[src/rtl/mc_pkg.sv]
// Shared types and encodings for the multicycle control unit and its ALU decoder.
package mc_pkg;

    typedef enum logic [3:0] {
        S_FETCH,
        S_DECODE,
        S_MEMADR,
        S_MEMRD,
        S_MEMWB,
        S_MEMWR,
        S_EXECR,
        S_EXECI,
        S_ALUWB,
        S_BRANCH
    } state_e;

    localparam int unsigned ALU_OP_W = 3;

    localparam logic [ALU_OP_W-1:0] ALU_ADD = 3'b000;
    localparam logic [ALU_OP_W-1:0] ALU_SUB = 3'b001;
    localparam logic [ALU_OP_W-1:0] ALU_AND = 3'b010;
    localparam logic [ALU_OP_W-1:0] ALU_ORR = 3'b011;
    localparam logic [ALU_OP_W-1:0] ALU_MOV = 3'b100;

    localparam logic [1:0] RES_ALUOUT    = 2'b00;
    localparam logic [1:0] RES_DATA      = 2'b01;
    localparam logic [1:0] RES_ALURESULT = 2'b10;

    localparam logic [1:0] SRCB_WDATA = 2'b00;
    localparam logic [1:0] SRCB_IMM   = 2'b01;
    localparam logic [1:0] SRCB_FOUR  = 2'b10;

    localparam logic [1:0] OP_DP  = 2'b00;
    localparam logic [1:0] OP_MEM = 2'b01;
    localparam logic [1:0] OP_BR  = 2'b10;

    // Data-processing command field Funct[4:1]
    localparam logic [3:0] CMD_AND = 4'b0000;
    localparam logic [3:0] CMD_SUB = 4'b0010;
    localparam logic [3:0] CMD_ADD = 4'b0100;
    localparam logic [3:0] CMD_TST = 4'b1000;
    localparam logic [3:0] CMD_CMP = 4'b1010;
    localparam logic [3:0] CMD_ORR = 4'b1100;
    localparam logic [3:0] CMD_MOV = 4'b1101;

endpackage

[src/rtl/alu_decoder.sv]
// Combinational decode of the data-processing command into ALU select, flag
// write enables (ungated), no-write indication and illegal-encoding detection.
module alu_decoder
    import mc_pkg::*;
#(
    parameter bit EN_MOV = 1'b1
) (
    input  logic [4:0]          Funct,
    input  logic [1:0]          Op,
    output logic [ALU_OP_W-1:0] ALUControl,
    output logic [1:0]          FlagW,
    output logic                NoWrite,
    output logic                IllegalDP
);

    logic arith;
    logic cmp_tst;
    logic legal;
    logic s_bit;

    always_comb begin
        ALUControl = ALU_ADD;
        arith      = 1'b0;
        cmp_tst    = 1'b0;
        legal      = 1'b1;
        case (Funct[4:1])
            CMD_ADD: begin ALUControl = ALU_ADD; arith = 1'b1; end
            CMD_SUB: begin ALUControl = ALU_SUB; arith = 1'b1; end
            CMD_AND: ALUControl = ALU_AND;
            CMD_ORR: ALUControl = ALU_ORR;
            CMD_CMP: begin ALUControl = ALU_SUB; arith = 1'b1; cmp_tst = 1'b1; end
            CMD_TST: begin ALUControl = ALU_AND; cmp_tst = 1'b1; end
            CMD_MOV: begin
                if (EN_MOV) ALUControl = ALU_MOV;
                else        legal      = 1'b0;
            end
            default: legal = 1'b0;
        endcase
        // Compares and tests always update flags regardless of the S bit
        s_bit     = Funct[0] | cmp_tst;
        FlagW     = {s_bit, s_bit & arith};
        NoWrite   = cmp_tst;
        IllegalDP = (Op == OP_DP) && !legal;
    end

endmodule

[src/rtl/multicycle_controller.sv]
// Moore FSM control unit sequencing fetch/decode/execute/memory/writeback over
// a shared memory port and ALU; write enables are gated by CondEx and reset.
module multicycle_controller
    import mc_pkg::*;
#(
    parameter int unsigned ALUCTRL_W       = 3,
    parameter bit          EN_MOV          = 1'b1,
    parameter bit          NOWRITE_CMP_TST = 1'b1
) (
    input  logic                 clk,
    input  logic                 reset,
    input  logic [1:0]           Op,
    input  logic [5:0]           Funct,
    input  logic [3:0]           Rd,
    input  logic                 CondEx,
    output logic                 PCWrite,
    output logic                 AdrSrc,
    output logic                 MemW,
    output logic                 IRWrite,
    output logic                 RegW,
    output logic [1:0]           ResultSrc,
    output logic                 ALUSrcA,
    output logic [1:0]           ALUSrcB,
    output logic [1:0]           ImmSrc,
    output logic [1:0]           RegSrc,
    output logic [ALUCTRL_W-1:0] ALUControl,
    output logic [1:0]           FlagW,
    output logic                 Illegal
);

    state_e state_q, state_d;

    logic [ALU_OP_W-1:0] dec_alu;
    logic [1:0]          dec_flagw;
    logic                dec_nowrite;
    logic                dec_illegal;
    logic                rd_pc;

    alu_decoder #(.EN_MOV(EN_MOV)) u_alu_decoder (
        .Funct      (Funct[4:0]),
        .Op         (Op),
        .ALUControl (dec_alu),
        .FlagW      (dec_flagw),
        .NoWrite    (dec_nowrite),
        .IllegalDP  (dec_illegal)
    );

    assign rd_pc = (Rd == 4'hF);

    always_ff @(posedge clk or posedge reset) begin
        if (reset) state_q <= S_FETCH;
        else       state_q <= state_d;
    end

    always_comb begin
        state_d    = state_q;
        PCWrite    = 1'b0;
        AdrSrc     = 1'b0;
        MemW       = 1'b0;
        IRWrite    = 1'b0;
        RegW       = 1'b0;
        ResultSrc  = RES_ALUOUT;
        ALUSrcA    = 1'b0;
        ALUSrcB    = SRCB_WDATA;
        ALUControl = ALUCTRL_W'(ALU_ADD);
        FlagW      = 2'b00;
        Illegal    = 1'b0;
        ImmSrc     = Op;
        RegSrc     = {Op == OP_MEM, Op == OP_BR};

        case (state_q)
            S_FETCH: begin
                IRWrite   = 1'b1;
                PCWrite   = 1'b1;
                ALUSrcA   = 1'b1;
                ALUSrcB   = SRCB_FOUR;
                ResultSrc = RES_ALURESULT;
                state_d   = S_DECODE;
            end
            S_DECODE: begin
                // PC+8 computed here for use as R15 by the next state
                ALUSrcA   = 1'b1;
                ALUSrcB   = SRCB_FOUR;
                ResultSrc = RES_ALURESULT;
                case (Op)
                    OP_MEM: state_d = S_MEMADR;
                    OP_BR:  state_d = S_BRANCH;
                    OP_DP: begin
                        if (dec_illegal) begin
                            Illegal = 1'b1;
                            state_d = S_FETCH;
                        end else begin
                            state_d = Funct[5] ? S_EXECI : S_EXECR;
                        end
                    end
                    default: begin
                        Illegal = 1'b1;
                        state_d = S_FETCH;
                    end
                endcase
            end
            S_MEMADR: begin
                ALUSrcB = SRCB_IMM;
                state_d = Funct[0] ? S_MEMRD : S_MEMWR;
            end
            S_MEMRD: begin
                AdrSrc  = 1'b1;
                state_d = S_MEMWB;
            end
            S_MEMWR: begin
                AdrSrc  = 1'b1;
                MemW    = CondEx;
                state_d = S_FETCH;
            end
            S_MEMWB: begin
                ResultSrc = RES_DATA;
                RegW      = CondEx;
                PCWrite   = CondEx & rd_pc;
                state_d   = S_FETCH;
            end
            S_EXECR, S_EXECI: begin
                ALUSrcB    = (state_q == S_EXECI) ? SRCB_IMM : SRCB_WDATA;
                ALUControl = ALUCTRL_W'(dec_alu);
                FlagW      = dec_flagw & {2{CondEx}};
                state_d    = (NOWRITE_CMP_TST && dec_nowrite) ? S_FETCH : S_ALUWB;
            end
            S_ALUWB: begin
                ResultSrc = RES_ALUOUT;
                RegW      = CondEx;
                PCWrite   = CondEx & rd_pc;
                state_d   = S_FETCH;
            end
            S_BRANCH: begin
                ALUSrcB   = SRCB_IMM;
                ResultSrc = RES_ALURESULT;
                PCWrite   = CondEx;
                state_d   = S_FETCH;
            end
            default: state_d = S_FETCH;
        endcase

        // Abandon any in-flight instruction without side effects
        if (reset) begin
            PCWrite = 1'b0;
            IRWrite = 1'b0;
            RegW    = 1'b0;
            MemW    = 1'b0;
            FlagW   = 2'b00;
            Illegal = 1'b0;
        end
    end

endmodule

[config.mk]
export PLATFORM = sky130hd
export DESIGN_NAME = multicycle_controller
export DESIGN_NICKNAME = d
export VERILOG_FILES = /design/src/rtl/mc_pkg.sv /design/src/rtl/alu_decoder.sv /design/src/rtl/multicycle_controller.sv
export SDC_FILE = /design/constraint.sdc
export NUM_CORES = 1
export LEC_CHECK = 0
export BUFFER_PORTS_ARGS = -buffer_cell sky130_fd_sc_hd__buf_2
export CORE_UTILIZATION = 44
export CTS_CLUSTER_SIZE = 8
export DETAILED_ROUTE_END_ITERATION = 7
export PLACE_DENSITY_LB_ADDON = 0.25
export REMOVE_ABC_BUFFERS = 1
export SYNTH_ARGS = -nofsm -noshare
export SYNTH_HDL_FRONTEND = slang
export SYNTH_HIERARCHICAL = 1
export SYNTH_SLANG_ARGS = --single-unit
export TNS_END_PERCENT = 1
[constraint.sdc]
create_clock -name clk -period 1.7 [get_ports clk]
set_input_delay 0.34 -clock clk [delete_from_list [all_inputs] [get_ports clk]]
set_output_delay 0.34 -clock clk [all_outputs]
set_load 0.01 [all_outputs]
==> impl_metrics.json, run 1 <==
{
  "gp_congestion": 0.720,
  "finalWorstSetupSlack_ns": -0.0976,
  "tns_ns": -0.647,
  "rows": 13,
  "die_height_um": 41.2,
  "yosys.area.top_type": "dfrtp_1",
  "cts.path.max_buffers": 2,
  "firstDrtPassIters": 4,
  "htreeDepth": 1,
  "routed-via-count": 717,
  "hold_path_class": "primary input to async pin",
  "r2r_slack_ns": 0.53,
  "synth_edf_count": 0,
  "clk_latency_ns": 0.23,
  "holdWs_ns": 0.0532,
  "syn_avg_cell_area_sq_um": 8.33,
  "clkTransAtPathRegs_ns": 0.04,
  "crit_start": "state_q[3]",
  "ys_ff_latch": 4,
  "cts_buffers": 3,
  "worstRegToRegCells": 5,
  "largest_reg_flops": 4,
  "grt_overflow": 0,
  "failed_checks": "negative setup slack",
  "setup_viol": 9,
  "place_inst": 131,
  "path_depth": 5,
  "areaGrowthSynthToFinish_pct": 40.3,
  "fill_cells": 131,
  "ant_nets": 0,
  "routed_wl_mm": 1.71,
  "synthMuxAreaShare_pct": 0,
  "drc": 0,
  "fmax_mhz": 556,
  "port_buffers": 34,
  "worst-slew-pin-transition_ns": 0.261,
  "coreArea_sq_um": 1370,
  "yosysSeqAreaShare_pct": 14.8,
  "antenna_found_initial": 0,
  "irDropWorstVdd_mv": 0.983,
  "stdcell_count": 138,
  "synth-compound-area-share_pct": 17.4,
  "async_flop_share_pct": 100,
  "clock-sinks": 4,
  "hold_viol_final": 0,
  "grt_first_pass_wirelength_mm": 2.20,
  "largestRegisters": "state_q (4)",
  "synthAdderAreaFrac_pct": 7.42,
  "critPathLaunchType": "flop",
  "critPathRequiredTime_ns": 1.36,
  "die_w_um": 41.2,
  "drive_above_1_share_pct": 54.5,
  "status": "finished with violations",
  "cp_slowest_cell": "dfrtp_1",
  "p_per_area_nw_per_um2": 1300,
  "crit_type": "flop to primary output",
  "start_util_pct": 49.4,
  "p_leak_nw": 0.503,
  "synthFlopType": "dfrtp_1",
  "post-dp-hpwl_mm": 1.28,
  "cp-endpoint": "PCWrite",
  "report.power.total_mw": 1.23,
  "critPathTopFamily": "flip-flops",
  "critPathCaptureType": "primary output",
  "synth_top_area_share_pct": 14.8,
  "period_share_pct": 106,
  "cts_root_buffer": "clkbuf_4",
  "maxSlewHeadroom_pct": 82.6,
  "post_drt_wl_per_cell_um": 12.4,
  "path_max_fanout": 2,
  "rsz0062_at_grt": "true",
  "io_pins": 35,
  "maxCapViolations": 0,
  "finClkSkew_ns": 0.00457,
  "grt_pass1_vias": 531,
  "r2r-end": "state_q[3]",
  "slew_violations": 0,
  "syn_inst": 81,
  "synthSimpleGateAreaFrac_pct": 42.5,
  "drtIter0Drc": 14,
  "period_needed_ns": 1.80,
  "regMostFlops": "state_q",
  "grt_max_degree": 14,
  "synthesis.area_sq_um": 674,
  "path_cells": "buf_6 -> xnor2_4 -> nor4b_4 -> a22o_1 -> buf_2",
  "num_antenna_cells": 0,
  "yosysUniqueCellTypes": 36,
  "worstPathArrival_ns": 1.46,
  "synth_xor_area_share_pct": 3.71,
  "ys_warn_count": 6,
  "grt_usage_pct": 20.1,
  "synth_area_leaders": "dfrtp_1 (15%), ha_1 (7.4%), nor4b_4 (7.1%)",
  "synth_top_family_by_area": "simple AND/OR/NAND/NOR gates",
  "dieArea_sq_um": 1690,
  "nNetsFinal": 144,
  "cts_tree": "built",
  "path_buf_inv": 2,
  "via_per_inst": 5.20,
  "worstReg2RegStart": "state_q[3]",
  "max_stage_delay_ns": 0.38
}
-- worst min path at each step --
stage	start	end	slack (ns)	cells after the start
4_1_cts	reset	state_q[2]	0.05	2
2_1_floorplan	reset	state_q[0]	0.11	1
5_1_grt	reset	state_q[2]	0.06	2
3_5_place_dp	reset	state_q[0]	0.29	2
3_3_place_gp	reset	state_q[2]	0.30	2
6_report	reset	state_q[2]	0.05	2
-- cells in the mapped netlist (2+ instances only) --
| cell type | instances |
|---|---|
| ha_1 | 4 |
| o22ai_1 | 2 |
| o21ai_0 | 2 |
| nor3_2 | 2 |
| and3_1 | 7 |
| dfrtp_1 | 4 |
| inv_1 | 5 |
| nor4b_4 | 2 |
| buf_4 | 5 |
| buf_6 | 3 |
| a21oi_1 | 5 |
| nand2b_1 | 2 |
| nor3_1 | 2 |
| nor3b_1 | 3 |
| nand3_1 | 3 |
| nand2_1 | 4 |
| nor2b_2 | 2 |
| a211oi_1 | 2 |
| nor2b_1 | 4 |
| or2_1 | 2 |
-- placed cells by master, fill, tap and decap left out, types with 2 or more instances in the layout --
cell type,count
inv_1,5
a21oi_1,5
nor4b_4,2
nor3b_1,2
o21ai_0,2
nand2b_1,2
nand3_1,3
nor3_1,2
ha_1,4
a211oi_1,2
o22ai_1,2
buf_2,34
clkbuf_4,3
nor3_2,2
nor2b_1,4
dfrtp_2,3
and3_1,7
nand2_1,4
buf_4,13
-- metrics by stage --
stage | instance area, sq um | util [%] | setup WS [ns]
floorplan | 598 | - | 0.201
CTS | 908 | 66.5 | -0.101
global placement | 862 | 63.1 | 0.0407
finish | 946 | 69.2 | -0.0976
detailed placement | 862 | 63.1 | -0.000713
global route | 946 | 69.2 | -0.175
-- worst register-to-register path: cells and delay by family, from the launching register on --
kind | cells | cell delay (ns)
flops | 1 | 0.38
buf+inv | 2 | 0.28
compound gates | 1 | 0.20
simple gates | 2 | 0.23
-- power breakdown --
part	switching [mW]	leakage [nW]	internal [mW]
Sequential	0.107	0.0480	0.144
Combinational	0.427	0.441	0.434
Clock	0.0342	0.0138	0.0786
Total	0.569	0.503	0.657
-- repair_timing --
item / in CTS / in global routing
hold buffers: 0 / 0
setup endpoints to repair: 10 / 6
setup buffers: 1 / 3
gates cloned: 0 / 0
pin swaps: 2 / 4
gates resized for setup: 6 / 2
-- layer usage --
layer  track usage [%]  part of all wire, %  vias to the layer above
li1                  -                    -                      373
met1              25.0                   45                      321
met2              33.2                   50                       23
met3              3.26                  5.2                        0
met4              9.68                    0                        0
met5                 0                    0                        -
-- layout make-up --
cell class | instances | area [sq um] | area share, %
well taps | 15 | 18.8 | 1.98
multi-input cells | 63 | 503 | 53.2
inverters | 5 | 18.8 | 1.98
flip-flops and latches | 4 | 104 | 11.0
clock buffers | 3 | 22.5 | 2.38
repair buffers | 48 | 279 | 29.5
-- kinds of logic (layout without fill, tap and decap cells) --
group / Yosys count / in the layout
flops: 4 / 4
fa+ha+maj: 4 / 4
compound gates: 18 / 18
xor+xnor: 2 / 2
buf+inv: 14 / 56
simple gates: 39 / 39
(Power assumes the default switching activity.)
==> run 2: changes to the inputs <==
--- a/config.mk
+++ b/config.mk
@@ -11,6 +11,7 @@
 export DETAILED_ROUTE_END_ITERATION = 7
 export PLACE_DENSITY_LB_ADDON = 0.25
 export REMOVE_ABC_BUFFERS = 1
+export SETUP_SLACK_MARGIN = 0.4
 export SYNTH_ARGS = -nofsm -noshare
 export SYNTH_HDL_FRONTEND = slang
 export SYNTH_HIERARCHICAL = 1
==> run 2 against run 1 <==
The flow still finishes with violations (negative setup slack). Worst setup slack improved by 0.00056 ns. Highest routed layer unchanged. Die area unchanged. Via count increased by 0.42%.
==> impl_metrics.json, run 2 (same netlist as run 1, synthesis figures left out) <==
{
  "ant_nets": 0,
  "status": "finished with violations",
  "final_common_cell": "buf_2",
  "irDropWorstVdd_mv": 0.988,
  "finalWorstSetupSlack_ns": -0.0970,
  "critPathLaunchType": "flop",
  "regMostFlops": "state_q",
  "p_sw_mw": 0.573,
  "largestRegisters": "state_q (4)",
  "crit_type": "flop to primary output",
  "grt_usage_pct": 20.3,
  "coreArea_sq_um": 1370,
  "grt_first_pass_wirelength_mm": 2.23,
  "period_share_pct": 106,
  "drc": 0,
  "dp_slack_ns": -0.000713,
  "met3_usage_pct": 3.26,
  "drive_above_1_share_pct": 57.7,
  "maxSlewHeadroom_pct": 82.4,
  "comb_power_share_pct": 70.2,
  "setup_viol": 9,
  "critPathRequiredTime_ns": 1.36,
  "routed_wl_mm": 1.72,
  "grt.met2_usage_pct": 34.0,
  "tns_ns": -0.643,
  "antenna_found_initial": 0,
  "worst-slew-pin-transition_ns": 0.263,
  "gp_congestion": 0.720,
  "clock-sinks": 4,
  "clkTransAtPathRegs_ns": 0.04,
  "largest_reg_flops": 4,
  "report.power.total_mw": 1.23,
  "areaGrowthSynthToFinish_pct": 42.5,
  "cts.path.max_buffers": 2,
  "hold_viol_final": 0,
  "cts_root_buffer": "clkbuf_4",
  "htreeDepth": 1,
  "die_w_um": 41.2,
  "via_per_inst": 5.22,
  "cts_hold_buf": 0,
  "cts_tree": "built",
  "failed_checks": "negative setup slack",
  "intPower_mw": 0.660,
  "cts_buffers": 3,
  "grt_pass1_vias": 542,
  "seq_power_share_pct": 20.6,
  "die_height_um": 41.2,
  "post-dp-hpwl_mm": 1.28,
  "finClkSkew_ns": 0.00457,
  "p_sw_share_pct": 46.4,
  "num_antenna_cells": 0,
  "period_needed_ns": 1.80,
  "start_util_pct": 49.4,
  "path_max_fanout": 2,
  "slew_violations": 0,
  "p_leak_nw": 0.504,
  "use_met1_pct": 25.0,
  "io_pins": 35,
  "rsz0062_at_grt": "true",
  "routed-via-count": 720,
  "nNetsFinal": 144,
  "fmax_mhz": 556,
  "most-common-layout-cells": "buf_2 (32), buf_4 (15), and3_1 (7)",
  "grt_overflow": 0,
  "p_per_area_nw_per_um2": 1280,
  "worstPathArrival_ns": 1.46,
  "clkPwrFrac_pct": 9.1,
  "clk_latency_ns": 0.23,
  "drtIter0Drc": 16,
  "grt_max_degree": 14,
  "maxCapViolations": 0,
  "firstDrtPassIters": 4,
  "port_buffers": 34,
  "busiest_layer": "met2",
  "hold_path_class": "primary input to async pin",
  "post_drt_wl_per_cell_um": 12.5,
  "dieArea_sq_um": 1690,
  "fill_cells": 131,
  "holdWs_ns": 0.0521,
  "critPathCaptureType": "primary output",
  "rows": 13
}
run 2: final cells by class:
type	count	area (sq um)	area share (%)
multi-input cells	63	513	53.4
repair buffers	48	284	29.6
flip-flops and latches	4	104	10.8
clock buffers	3	22.5	2.34
inverters	5	18.8	1.95
well taps	15	18.8	1.95
run 2: metal layers:
layer	up-vias	wire length, um
li1	371	-
met1	322	736
met2	27	883
met3	0	102
met4	0	0
met5	-	0
run 2: what timing repair did:
action | in CTS | in global routing
cloned | 0 | 0
resized for setup | 9 | 5
pin swaps | 2 | 5
endpoints found under the setup margin | 18 | 18
setup buffers | 1 | 3
run 2: worst paths after layout:
check | from | endpoint | slack, ns | cells past startpoint
setup reg to reg | state_q[3] | state_q[3] | 0.53 | 5
max in group asynchronous | reset | state_q[0] | 1.49 | 2
setup / recovery | state_q[3] | PCWrite | -0.1 | 5
min in group clk | Funct[0] | state_q[1] | 0.42 | 3
hold reg to reg | state_q[0] | state_q[0] | 0.56 | 1
hold / removal | reset | state_q[2] | 0.05 | 2
run 2: worst max-delay path: stages, from the launching register on:
cell     delay [ns]
dfrtp_1        0.38
buf_6          0.13
xnor2_4        0.14
nor4b_4        0.29
a22o_1         0.17
buf_2          0.12
run 2: power groups by stage:
stage	Sequential [mW]	Combinational [mW]	Clock [mW]
4_1_cts	0.248	0.789	0.117
3_3_place_gp	0.236	0.715	0
3_5_place_dp	0.242	0.732	0
6_report	0.254	0.866	0.113
5_1_grt	0.263	0.942	0.121
2_1_floorplan	0.245	0.437	0
run 2: metrics by stage:
step                      area, sq um  util [%]  instances
after CTS                         913      66.8        135
after floorplan                   598         -         72
after global placement            862      63.1        131
after global routing              961      70.3        138
after detailed placement          862      63.1        131
final                             961      70.3        138
==> run 3: changes to the inputs <==
--- a/config.mk
+++ b/config.mk
@@ -10,6 +10,7 @@
 export CTS_CLUSTER_SIZE = 8
 export DETAILED_ROUTE_END_ITERATION = 7
 export PLACE_DENSITY_LB_ADDON = 0.25
+export RECOVER_POWER = 25
 export REMOVE_ABC_BUFFERS = 1
 export SETUP_SLACK_MARGIN = 0.4
 export SYNTH_ARGS = -nofsm -noshare
==> run 3 against run 2 <==
The run still ends with negative setup slack left. Sequential share of layout area about the same. Largest power group unchanged. Final cell count is the same. Worst hold slack improved by 0.060 ns. Register-to-register slack barely moved. Critical path depth stayed put. Non-clock buffer count unchanged. Count of clock-buffer cells in the layout is the same.
==> impl_metrics.json, run 3 (same netlist as run 1, synthesis figures left out) <==
{
  "status": "finished with violations",
  "failed_checks": "negative setup slack",
  "critPathRequiredTime_ns": 1.36,
  "critPathTopFamily": "flip-flops",
  "drtIter0Drc": 16,
  "areaGrowthSynthToFinish_pct": 42.3,
  "regMostFlops": "state_q",
  "grt_first_pass_wirelength_mm": 2.23,
  "r2r_slack_ns": 0.53,
  "worstRegToRegCells": 5,
  "p_per_area_nw_per_um2": 1280,
  "cts_buffers": 3,
  "clk_latency_ns": 0.23,
  "rows": 13,
  "cts_root_buffer": "clkbuf_4",
  "cts.path.max_buffers": 2,
  "irDropWorstVdd_mv": 0.987,
  "p_leak_nw": 0.501,
  "clkTransAtPathRegs_ns": 0.04,
  "clock-sinks": 4,
  "seq_area_sq_um": 104,
  "cts_hold_buf": 0,
  "drive_above_1_share_pct": 56.9,
  "report.power.total_mw": 1.23,
  "largestRegisters": "state_q (4)",
  "start_util_pct": 49.4,
  "grt_pass1_vias": 542,
  "most-common-layout-cells": "buf_2 (31), buf_4 (15), and3_1 (7)",
  "firstDrtPassIters": 4,
  "setup_viol": 9,
  "post_drt_wl_per_cell_um": 12.5,
  "critPathLaunchType": "flop",
  "max_stage_delay_ns": 0.38,
  "period_needed_ns": 1.80,
  "grt_usage_pct": 20.3,
  "fill_cells": 132,
  "post-route-util_pct": 70.2,
  "htreeDepth": 1,
  "multi_input_area_sq_um": 513,
  "routed-via-count": 720,
  "worst-slew-pin-transition_ns": 0.345,
  "holdWs_ns": 0.112,
  "port_buffers": 34,
  "crit_type": "flop to primary output",
  "path_cells": "buf_6 -> xnor2_4 -> nor4b_4 -> a22o_1 -> buf_2",
  "place_area_sq_um": 862,
  "worstPathArrival_ns": 1.46,
  "die_height_um": 41.2,
  "die_w_um": 41.2,
  "num_antenna_cells": 0,
  "path_buf_inv": 2,
  "post-dp-hpwl_mm": 1.28,
  "worstReg2RegStart": "state_q[3]",
  "maxSlewHeadroom_pct": 77.0,
  "ant_nets": 0,
  "cp_slowest_cell": "dfrtp_1",
  "r2r-end": "state_q[3]",
  "maxCapViolations": 0,
  "finClkSkew_ns": 0.00457,
  "path_max_fanout": 2,
  "fmax_mhz": 556,
  "drc": 0,
  "nNetsFinal": 144,
  "finalWorstSetupSlack_ns": -0.0970,
  "slew_violations": 0,
  "routed_wl_mm": 1.72,
  "hold_path_class": "primary input to async pin",
  "period_share_pct": 106,
  "place_inst": 131,
  "final_common_cell": "buf_2",
  "largest_reg_flops": 4,
  "io_pins": 35,
  "grt_overflow": 0,
  "via_per_inst": 5.22,
  "cts_tree": "built",
  "fin_area_sq_um": 960,
  "hold_viol_final": 0,
  "antenna_found_initial": 0,
  "grt_max_degree": 14,
  "coreArea_sq_um": 1370,
  "critPathCaptureType": "primary output",
  "rsz0062_at_grt": "true",
  "dieArea_sq_um": 1690,
  "gp_congestion": 0.720,
  "stdcell_count": 138
}
run 3: cell count changes in the layout (fill, tap and decap cells not counted), sizes merged:
cell,delta
clkbuf,+1
buf,-1
run 3: worst max path at each step:
stage	slack, ns	start	cells past startpoint	to
2_1_floorplan	0.20	state_q[3]	3	PCWrite
3_3_place_gp	0.04	Funct[3]	7	Illegal
3_5_place_dp	-0.0007	Op[0]	7	Illegal
4_1_cts	-0.10	state_q[3]	5	PCWrite
5_1_grt	-0.18	state_q[3]	5	PCWrite
6_report	-0.1	state_q[3]	5	PCWrite
run 3: area by class of cell:
cell class,instances,share of cell area [%]
Tap cell,15,1.96
Timing Repair Buffer,48,29.5
Sequential cell,4,10.8
Inverter,5,1.96
Clock buffer,3,2.35
Multi-Input combinational cell,63,53.5
run 3: repair_timing:
item                       4_1_cts  5_1_grt
pin swaps                        2        5
setup endpoints to repair       18       18
gates resized for setup          9        5
buffers inserted                 1        3
run 3: where the power goes:
group	internal, mW	switching, mW	leakage, nW
registers	0.144	0.110	0.0480
logic	0.437	0.428	0.439
clock network	0.0786	0.0342	0.0138
run 3: metrics by stage:
stage / TNS (ns) / setup WS (ns)
2_1_floorplan: 0 / 0.201
3_3_place_gp: 0 / 0.0407
3_5_place_dp: -0.000713 / -0.000713
4_1_cts: -0.173 / -0.101
5_1_grt: -1.26 / -0.175
6_report: -0.643 / -0.0970
run 3: layer usage:
metal	global-route usage, %	up-vias	wire [um]
li1	-	371	-
met1	25.0	322	735
met2	34.0	27	883
met3	3.26	0	101
met4	9.68	0	0
met5	0	-	0
